## src/rtl/mem_port_arbiter.sv

```systemverilog
// rtl/mem_port_arbiter.sv - single-port data RAM arbiter for CPU and dump requesters
// Grants one access at a time via req/gnt/rvalid; dump-port reads can never overlap a CPU write.
module mem_port_arbiter #(
  parameter int ADDR_W = 16,
  parameter int DATA_W = 16,
  parameter int RD_LAT = 1
) (
  input  logic              clk,
  input  logic              rst,
  input  logic              cpu_req,
  input  logic              cpu_we,
  input  logic [ADDR_W-1:0] cpu_addr,
  input  logic [DATA_W-1:0] cpu_wdata,
  output logic              cpu_gnt,
  output logic              cpu_rvalid,
  output logic [DATA_W-1:0] cpu_rdata,
  input  logic              dbg_req,
  input  logic [ADDR_W-1:0] dbg_addr,
  output logic              dbg_gnt,
  output logic              dbg_rvalid,
  output logic [DATA_W-1:0] dbg_rdata,
  input  logic              dump_mode,
  output logic [ADDR_W-1:0] mem_addr,
  output logic [DATA_W-1:0] mem_wdata,
  output logic              mem_we,
  input  logic [DATA_W-1:0] mem_rdata,
  output logic              busy
);

  typedef enum logic [1:0] {IDLE, ACCESS, RDWAIT, RESP} state_t;

  state_t     state;
  logic       last_win;   // 1 = dump port won the previous grant
  logic       owner;      // 1 = current access belongs to the dump port
  logic [1:0] cnt;
  logic       any_req;
  logic       pick_dbg;

  always_comb begin
    any_req  = cpu_req | dbg_req;
    pick_dbg = dbg_req;
    if (!dump_mode && cpu_req && dbg_req)
      pick_dbg = ~last_win;
  end

  always_ff @(posedge clk or negedge rst) begin
    if (!rst) begin
      state      <= IDLE;
      last_win   <= 1'b1;
      owner      <= 1'b0;
      cnt        <= '0;
      cpu_gnt    <= 1'b0;
      cpu_rvalid <= 1'b0;
      cpu_rdata  <= '0;
      dbg_gnt    <= 1'b0;
      dbg_rvalid <= 1'b0;
      dbg_rdata  <= '0;
      mem_addr   <= '0;
      mem_wdata  <= '0;
      mem_we     <= 1'b0;
      busy       <= 1'b0;
    end else begin
      cpu_gnt    <= 1'b0;
      dbg_gnt    <= 1'b0;
      cpu_rvalid <= 1'b0;
      dbg_rvalid <= 1'b0;
      case (state)
        IDLE: begin
          if (any_req) begin
            owner    <= pick_dbg;
            last_win <= pick_dbg;
            state    <= ACCESS;
            busy     <= 1'b1;
            if (pick_dbg) begin
              mem_addr <= dbg_addr;
              mem_we   <= 1'b0;
              dbg_gnt  <= 1'b1;
            end else begin
              mem_addr  <= cpu_addr;
              mem_wdata <= cpu_wdata;
              mem_we    <= cpu_we;
              cpu_gnt   <= 1'b1;
            end
          end
        end
        ACCESS: begin
          mem_we <= 1'b0;
          if (mem_we) begin
            state <= IDLE;
            busy  <= 1'b0;
          end else if (RD_LAT == 1) begin
            state <= RESP;
          end else begin
            state <= RDWAIT;
            cnt   <= 2'(RD_LAT - 1);
          end
        end
        RDWAIT: begin
          // Leaves after RD_LAT-1 cycles so RESP samples the first valid RAM word.
          cnt <= cnt - 2'd1;
          if (cnt == 2'd1)
            state <= RESP;
        end
        RESP: begin
          if (owner) begin
            dbg_rdata  <= mem_rdata;
            dbg_rvalid <= 1'b1;
          end else begin
            cpu_rdata  <= mem_rdata;
            cpu_rvalid <= 1'b1;
          end
          state <= IDLE;
          busy  <= 1'b0;
        end
        default: begin
          state <= IDLE;
          busy  <= 1'b0;
        end
      endcase
    end
  end

endmodule

```

## config.mk

```make
export PLATFORM = sky130hd
export DESIGN_NAME = mem_port_arbiter
export DESIGN_NICKNAME = d
export VERILOG_FILES = /design/src/rtl/mem_port_arbiter.sv
export SDC_FILE = /design/constraint.sdc
export NUM_CORES = 1
export LEC_CHECK = 0
export ABC_AREA = 0
export ABC_CLOCK_PERIOD_IN_PS = 2600
export CAP_MARGIN = 10
export CORE_ASPECT_RATIO = 0.6
export CORE_UTILIZATION = 44
export CTS_CLUSTER_DIAMETER = 80
export DETAILED_ROUTE_END_ITERATION = 7
export PLACE_DENSITY = 0.92
export SKIP_CTS_REPAIR_TIMING = 1
export SYNTH_ARGS = -nofsm -noshare
export SYNTH_HDL_FRONTEND = slang
export SYNTH_SLANG_ARGS = --single-unit
```

## constraint.sdc

```tcl
create_clock -name clk -period 2.6 [get_ports clk]
set_input_delay 0.65 -clock clk [delete_from_list [all_inputs] [get_ports clk]]
set_output_delay 0.65 -clock clk [all_outputs]
set_load 0.005 [all_outputs]
```

Word level (Yosys, flattened, before mapping)
Cells that the tools add are included.
{ "word_totals": {"register_bits": 76, "in_bits": 70, "output_inout_bits": 70, "word_cells": 61} }
{ "op_classes": {"add_sub_neg": 1, "n_eq_ne": 7, "muxes": 22, "bitwise": 4, "n_reduce_logical": 13} }
{ "ops": {"columns": ["op", "count"], "rows": [
  ["16-bit two-way mux", 1],
  ["1-bit two-way mux", 15],
  ["2-bit AND reduction", 5],
  ["2-bit case mux with 4 select lines", 1],
  ["2-bit two-way mux", 3],
  ["2-bit inequality test (second input constant)", 3],
  ["3-bit AND reduction", 2],
  ["2-bit by 1-bit == test with 1-bit output (second input constant)", 2],
  ["2-bit == test (second input constant)", 2],
  ["1-bit NOT", 3],
  ["1-bit case mux with 3 select lines", 1],
  ["3-bit nonzero test", 1],
  ["1-bit logical AND", 2],
  ["2-bit logical NOT", 1],
  ["1-bit case mux with 2 select lines", 1],
  ["2-bit nonzero test", 1],
  ["2-bit by 1-bit subtractor with 2-bit output (second input constant)", 1],
  ["1-bit logical NOT", 1],
  ["1-bit bitwise OR", 1]
]} }

Longest topological paths before layout
Gate-level depths: netlist (run 1).
{ "logic_depth": {"depth_word": 7, "mapped_depth": 6} }

Worst setup path before layout (run 1)
No wires, ideal clock.
{ "synth_path": {"path_type": "input to register", "from": "input dump_mode", "to": "register mem_wdata[0]", "t_arrival_ps": 1846, "t_required_ps": 2475, "setup_slack_ps": 629, "cell_stages": 4, "cell_sequence": "nand2b_4 -> a2111oi_4 -> buf_6 -> mux2_2"} }
{ "synth_via": {"elab_chain_cells": 6} }
{ "synth_rtl": {"columns": ["element", "line_no", "text"], "rows": [
  ["from (decl)", "22", "input logic dump_mode,"],
  ["1-bit logical NOT", "42", "if (!dump_mode && cpu_req && dbg_req)"],
  ["1-bit logical AND (2 in series)", "42", null],
  ["1-bit two-way mux", "42", null],
  ["1-bit NOT (no source line)", null, null],
  ["3-bit AND reduction (no source line)", null, null],
  ["to (signal assigned)", "80", "mem_wdata <= cpu_wdata;"],
  ["to (decl)", "24", "output logic [DATA_W-1:0] mem_wdata,"]
]} }
No other way between the ends.
A chain may end at the register's enable or synchronous reset.

Worst setup path after layout (run 1)
{ "layout_path": {"from": "input cpu_req", "to": "register mem_wdata[14]"} }
{ "layout_via": {"elab_chain_cells": 5, "elab_cells_between_ends": 6, "cone_classes": "1 x mux; 2 x bitwise; 3 x reduce/logical"} }
{ "layout_rtl": {"columns": ["element", "line_no", "text"], "rows": [
  ["from (decl)", "10", "input logic cpu_req,"],
  ["1-bit logical AND (2 in series)", "42", null],
  ["1-bit two-way mux", "42", null],
  ["1-bit NOT (no source line)", null, null],
  ["3-bit AND reduction (no source line) (*)", null, null]
]} }
Every way passes the cells marked *; elsewhere a longest branch is shown, timed or not.

==> results.toml, run 1 <==
[status]
status = "completed"

[power_and_ir_drop]
p_sw_uw = 1572
seqPwrFrac_pct = 37.0
swShare_pct = 27.39
clock_power_share_pct = 21.2
power_frac_comb_pct = 41.8
power-per-cell-area_nw_per_um2 = 1199
intPower_uw = 4167
peakVddDrop_mv = 0.6793
p_leak_uw = 0.002032

[yosys]
yosys.area.top_type = "dfrtp_1"
avgSynthCellArea_um2 = 15.26
ys_seq_elements = 76
syn_nets = 268
ys_seq_area_share_pct = 63.32
yosysUniqueCellTypes = 26
ys_warn_count = 0
synth_area_um2 = 3005
syn_inst = 197
yosysTopAreaCellShare_pct = 62.45
synthTopCellsByArea = "dfrtp_1 62%, mux2_2 18%, a221o_1 5.3%"

[sta]
worst-slew-pin-transition_ns = 0.6008
whs_ns = 0.3280
finalCriticalPeriod_ns = 2.014
fmax_ghz = 0.4966
rsz0062_at_grt = "no"
relSlewSlack_pct = 59.94
timing.setup.tns_ns = 0
post-route-worst-setup-slack_ns = 0.5864
fin_skew_ns = 0.006110
hold_viol = 0
min_period_over_period_pct = 77.45
setup_violations = 0
slew_violations = 0

[worst_setup_path]
cp_max_fo = 34
crit_type = "input pin to flop"
critPathCaptureType = "flop"
critPathLaunchType = "input pin"
required_ns = 2.80
worst_ep_arrival_time_ns = 2.22

[die]
die_w_um = 108.7
core_area_um2 = 6359
initial_core_util_pct = 47.26
fp.dieH_um = 66.02
io_pins = 140
rows = 22
die_area_um2 = 7176

[placed_design]
place_ws_ns = 0.2600
dp_hpwl_um = 5198
io_buffers = 139
routabilityCongestion = 0.7454

[grt]
grt_max_degree = 77
grt_pass1_wl_um = 11690
antenna_found_initial = 0
overflow = 0
first_global_vias = 2336
grt_util_all_layers_pct = 22.13

[finish]
syn2layout_area_growth_pct = 59.28
final_common_cell = "clkdlybuf4s50_1"
fin_nets = 411
fill_cells = 407
drive_gt1_share_pct = 21.74
seq_area_um2 = 1903
multi_input_area_um2 = 1006
diodes = 0
mostFrequentLayoutCells = "138 x clkdlybuf4s50_1, 75 x dfrtp_1, 49 x mux2_2, 16 x a21boi_0, 16 x a221o_1"

[route]
drt-initial-drc-count = 100
routed_wl_um = 7284
drc = 0
via_count = 2196
ant_nets = 0
viasPerCell = 5.119
dr.pass1.iters = 4
routedWlPerCell_um = 16.98

[clocking]
clkSinkCount = 76
htreeDepth = 3
cts_tree = "built"
clock-root-buffer = "clkbuf_16"
path_clk_slew_ns = 0.06
clk_latency_ns = 0.32
numCtsBuffers = 9
clockBufferDepth = 2

[flow_run]
cap_viol_max_count = 0

[worst_hold_path]
hold_class = "input pin to asynchronous set/reset pin"
[cells in the mapped netlist]
master / n
nand2b_1: 1
nand3b_1: 1
a21oi_1: 1
buf_2: 5
o211a_1: 1
or2_2: 1
nand2b_4: 1
a221o_1: 16
a21o_1: 2
inv_1: 5
a21boi_0: 16
a2111oi_4: 1
nand3_1: 1
ha_1: 1
buf_6: 2
buf_4: 3
clkbuf_1: 2
dfrtp_1: 75
nor2_1: 2
nand2_1: 5
dfstp_2: 1
a32o_1: 1
o21ai_0: 2
mux2i_1: 1
xnor2_1: 1
mux2_2: 49
[worst max-delay path: stages]
cell	delay (ns)
clkdlybuf4s50_1	0.49
inv_1	0.08
a2111oi_4	0.37
buf_12	0.25
mux2_2	0.37
[area by class of cell]
| type | count | share of cell area (%) |
|---|---|---|
| Sequential cell | 76 | 39.75 |
| Timing Repair Buffer | 144 | 30.32 |
| Multi-Input combinational cell | 104 | 21.01 |
| Clock buffer | 10 | 4.992 |
| Tap cell | 84 | 2.196 |
| Clock inverter | 6 | 1.333 |
| Inverter | 5 | 0.3921 |
[flip-flops by register name (all words and copies together) (netlist names)]
signal,count
mem_we,1
mem_addr,16
dbg_gnt,1
mem_wdata,16
last_win,1
dbg_rvalid,1
cpu_gnt,1
cnt,2
cpu_rdata,16
dbg_rdata,16
cpu_rvalid,1
owner,1
busy,1
state,2
[routing by layer]
layer	GRT usage [%]	vias up	share of wire, %
met4	3.041	0	0.11
met5	0	-	0
met3	9.655	2	8.7
met1	25.99	1097	42
li1	-	1004	-
met2	38.61	93	49
[worst paths after layout]
check	cells past startpoint	endpoint	startpoint	slack, ns
worst max-delay path	5	mem_wdata[14]$_DFFE_PN0P_	cpu_req	0.59
worst min-delay path	2	mem_wdata[1]$_DFFE_PN0P_	rst	0.33
worst max register to register	4	mem_addr[12]$_DFFE_PN0P_	state[0]$_DFFE_PN0P_	0.83
worst min register to register	1	cnt[0]$_DFFE_PN0N_	cnt[0]$_DFFE_PN0N_	0.49
max in group asynchronous	2	last_win$_DFFE_PN1P_	rst	1.93
min in group clk	1	cnt[0]$_DFFE_PN0N_	cnt[0]$_DFFE_PN0N_	0.49
[logic make-up (layout without fill, tap and decap cells)]
| family | after synthesis | count (layout) | synth area share, % |
|---|---|---|---|
| compound gates | 40 | 40 | 11.91 |
| xor+xnor | 1 | 1 | 0.2915 |
| fa+ha+maj | 1 | 1 | 0.4163 |
| buf+inv | 17 | 165 | 3.206 |
| flops | 76 | 76 | 63.32 |
| mux | 50 | 50 | 18.69 |
| simple gates | 12 | 12 | 2.165 |
[power groups by stage]
stage                     sequential, uW  combinational, uW  clock, uW
after floorplan                     2110                999          0
after global placement              2100               2350          0
after detailed placement            2130               2410          0
after CTS                           2120               2430       1250
after global routing                2190               2600       1320
final                               2120               2400       1220
[metrics by stage]
stage	cells	power, uW	util [%]	instance area [um2]
2_1_floorplan	197	3105	-	3005
3_3_place_gp	413	4447	70.52	4484
3_5_place_dp	413	4544	70.52	4484
4_1_cts	429	5810	75.29	4787
5_1_grt	429	6111	75.29	4787
6_report	429	5739	75.29	4787
Power figures use the tool's default switching activity.
==> run 2, diff against run 1 <==
Settings changed: ABC_CLOCK_PERIOD_IN_PS 2600 to 1700, CORE_UTILIZATION 44 to 37, PLACE_DENSITY 0.92 to 0.83.
Clock period 2.6 ns to 1.7 ns, I/O delays scaled along.
==> run 2 against run 1 <==
The run now ends with setup timing left. Setup slack worse by 0.61 ns. Critical endpoint is now mem_wdata[2]$_DFFE_PN0P_. Non-clock buffer count is 9 higher. Critical path type is now flop to flop. Critical path depth stayed put. Cell count is 7.7% higher. Count of clock-buffer cells in the layout is 2 higher.
==> results.toml, run 2 (synthesis gave the netlist of run 1 again) <==
[grt]
grt_util_all_layers_pct = 19.53
grt_pass1_wl_um = 12470
grt_max_degree = 77
antenna_found_initial = 0
first_global_vias = 2310
overflow = 0

[route]
ant_nets = 0
via_count = 2263
routedWlPerCell_um = 17.74
routed_wl_um = 8197
drc = 0
dr.pass1.iters = 4
viasPerCell = 4.898
drt-initial-drc-count = 98

[clocking]
path_clk_slew_ns = 0.06
clk_latency_ns = 0.33
clockBufferDepth = 2
clkSinkCount = 76
clock-root-buffer = "clkbuf_16"
cts_tree = "built"
htreeDepth = 3
numCtsBuffers = 9

[worst_setup_path]
slowest_stage = "dfstp_2"
crit_type = "flop to flop"
critPathMaxStageDelay_ns = 0.56
worst_ep_arrival_time_ns = 1.93
r2r_cells = 5
r2r-end = "mem_wdata[2]$_DFFE_PN0P_"
cp_cell_sequence = "nand2b_4, a2111oi_4, buf_6, clkbuf_16, mux2_2"
rrSetupSlack_ns = -0.02
critPathCaptureType = "flop"
r2r_start = "last_win$_DFFE_PN1P_"
critPathLaunchType = "flop"
required_ns = 1.91
cp_max_fo = 8

[placed_design]
routabilityCongestion = 0.7627
io_buffers = 139
dp_hpwl_um = 5605

[status]
status = "complete, but fails checks"
violations = "setup timing"

[die]
die_w_um = 118.4
core_area_um2 = 7883
die_area_um2 = 8499
initial_core_util_pct = 38.13
rows = 25
io_pins = 140
fp.dieH_um = 71.81

[sta]
rsz0062_at_grt = "yes"
hold_viol = 0
worst-slew-pin-transition_ns = 0.4065
relSlewSlack_pct = 72.90
finalCriticalPeriod_ns = 1.722
min_period_over_period_pct = 101.3
post-route-worst-setup-slack_ns = -0.02248
fin_skew_ns = 0.003659
setup_violations = 4
whs_ns = 0.1105
slew_violations = 0
fmax_ghz = 0.5806

[finish]
fin_nets = 420
final_common_cell = "clkdlybuf4s50_1"
drive_gt1_share_pct = 23.45
syn2layout_area_growth_pct = 68.03
multi_input_area_um2 = 1051
diodes = 0
utilization_pct = 64.06
fill_cells = 620
mostFrequentLayoutCells = "135 x clkdlybuf4s50_1, 75 x dfrtp_1, 37 x mux2_2, 16 x a21boi_0, 16 x a221o_1"
seq_area_um2 = 1903

[power_and_ir_drop]
p_leak_uw = 0.002206
power-per-cell-area_nw_per_um2 = 1872
peakVddDrop_mv = 1.145

[worst_hold_path]
hold_class = "input pin to asynchronous set/reset pin"

[flow_run]
cap_viol_max_count = 0
-- run 2: cell types whose count changed in the layout (fill, tap and decap cells not counted), sizes merged --
cell           previous run  this run
clkdlybuf4s50           138       135
buf                       6        13
clkbuf                   10        14
clkinvlp                  2         0
clkinv                    3         1
bufinv                    1         3
dlymetal6s2s              0         3
-- run 2: metal layers --
layer / GRT usage (%) / part of all wire [%]
met1: 24.73 / 46
met2: 31.11 / 47
met3: 8.201 / 7.1
met4: 5.128 / 0.46
met5: 0 / 0
-- run 2: worst max path at each step --
| stage | from | end | slack [ns] | cells past startpoint |
|---|---|---|---|---|
| after floorplan | last_win$_DFFE_PN1P_ | mem_wdata[0]$_DFFE_PN0P_ | -0.03 | 4 |
| after global placement | cpu_req | mem_wdata[1]$_DFFE_PN0P_ | -0.34 | 5 |
| after detailed placement | dump_mode | mem_wdata[11]$_DFFE_PN0P_ | -0.40 | 5 |
| after CTS | dump_mode | mem_wdata[12]$_DFFE_PN0P_ | -0.05 | 5 |
| after global routing | last_win$_DFFE_PN1P_ | mem_wdata[2]$_DFFE_PN0P_ | -0.08 | 5 |
| final | last_win$_DFFE_PN1P_ | mem_wdata[2]$_DFFE_PN0P_ | -0.02 | 5 |
-- run 2: worst max-delay path: cells and delay by family, from the launching register on --
kind            cells  cell delay [ns]
flops               1             0.56
buf+inv             2             0.35
compound gates      1             0.30
simple gates        1             0.07
mux                 1             0.33
-- run 2: final cells by class --
type,instances,share of cell area (%)
tap,108,2.676
clock inverter,4,1.883
timing repair buffer,153,31.49
clock buffer,12,5.079
inverter,5,0.3717
sequential,76,37.69
multi-input combinational,104,20.81
-- run 2: stage by stage --
stage	setup WS (ns)	setup TNS, ns	instance area (um2)	power, uW	std cells
detailed placement	-0.4042	-11.23	4584	7114	442
global route	-0.07595	-0.9134	5050	9971	462
finish	-0.02248	-0.07357	5050	9453	462
floorplan	-0.02793	-0.2793	3013	4767	197
CTS	-0.04962	-0.5693	4936	9380	458
global placement	-0.3421	-9.569	4584	6953	442
-- run 2: power by group --
group / internal [uW] / switching, uW / total [uW]
Combinational: 2710 / 1270 / 3980
Clock: 1510 / 690 / 2200
Sequential: 2720 / 549 / 3270
Total: 6940 / 2510 / 9450
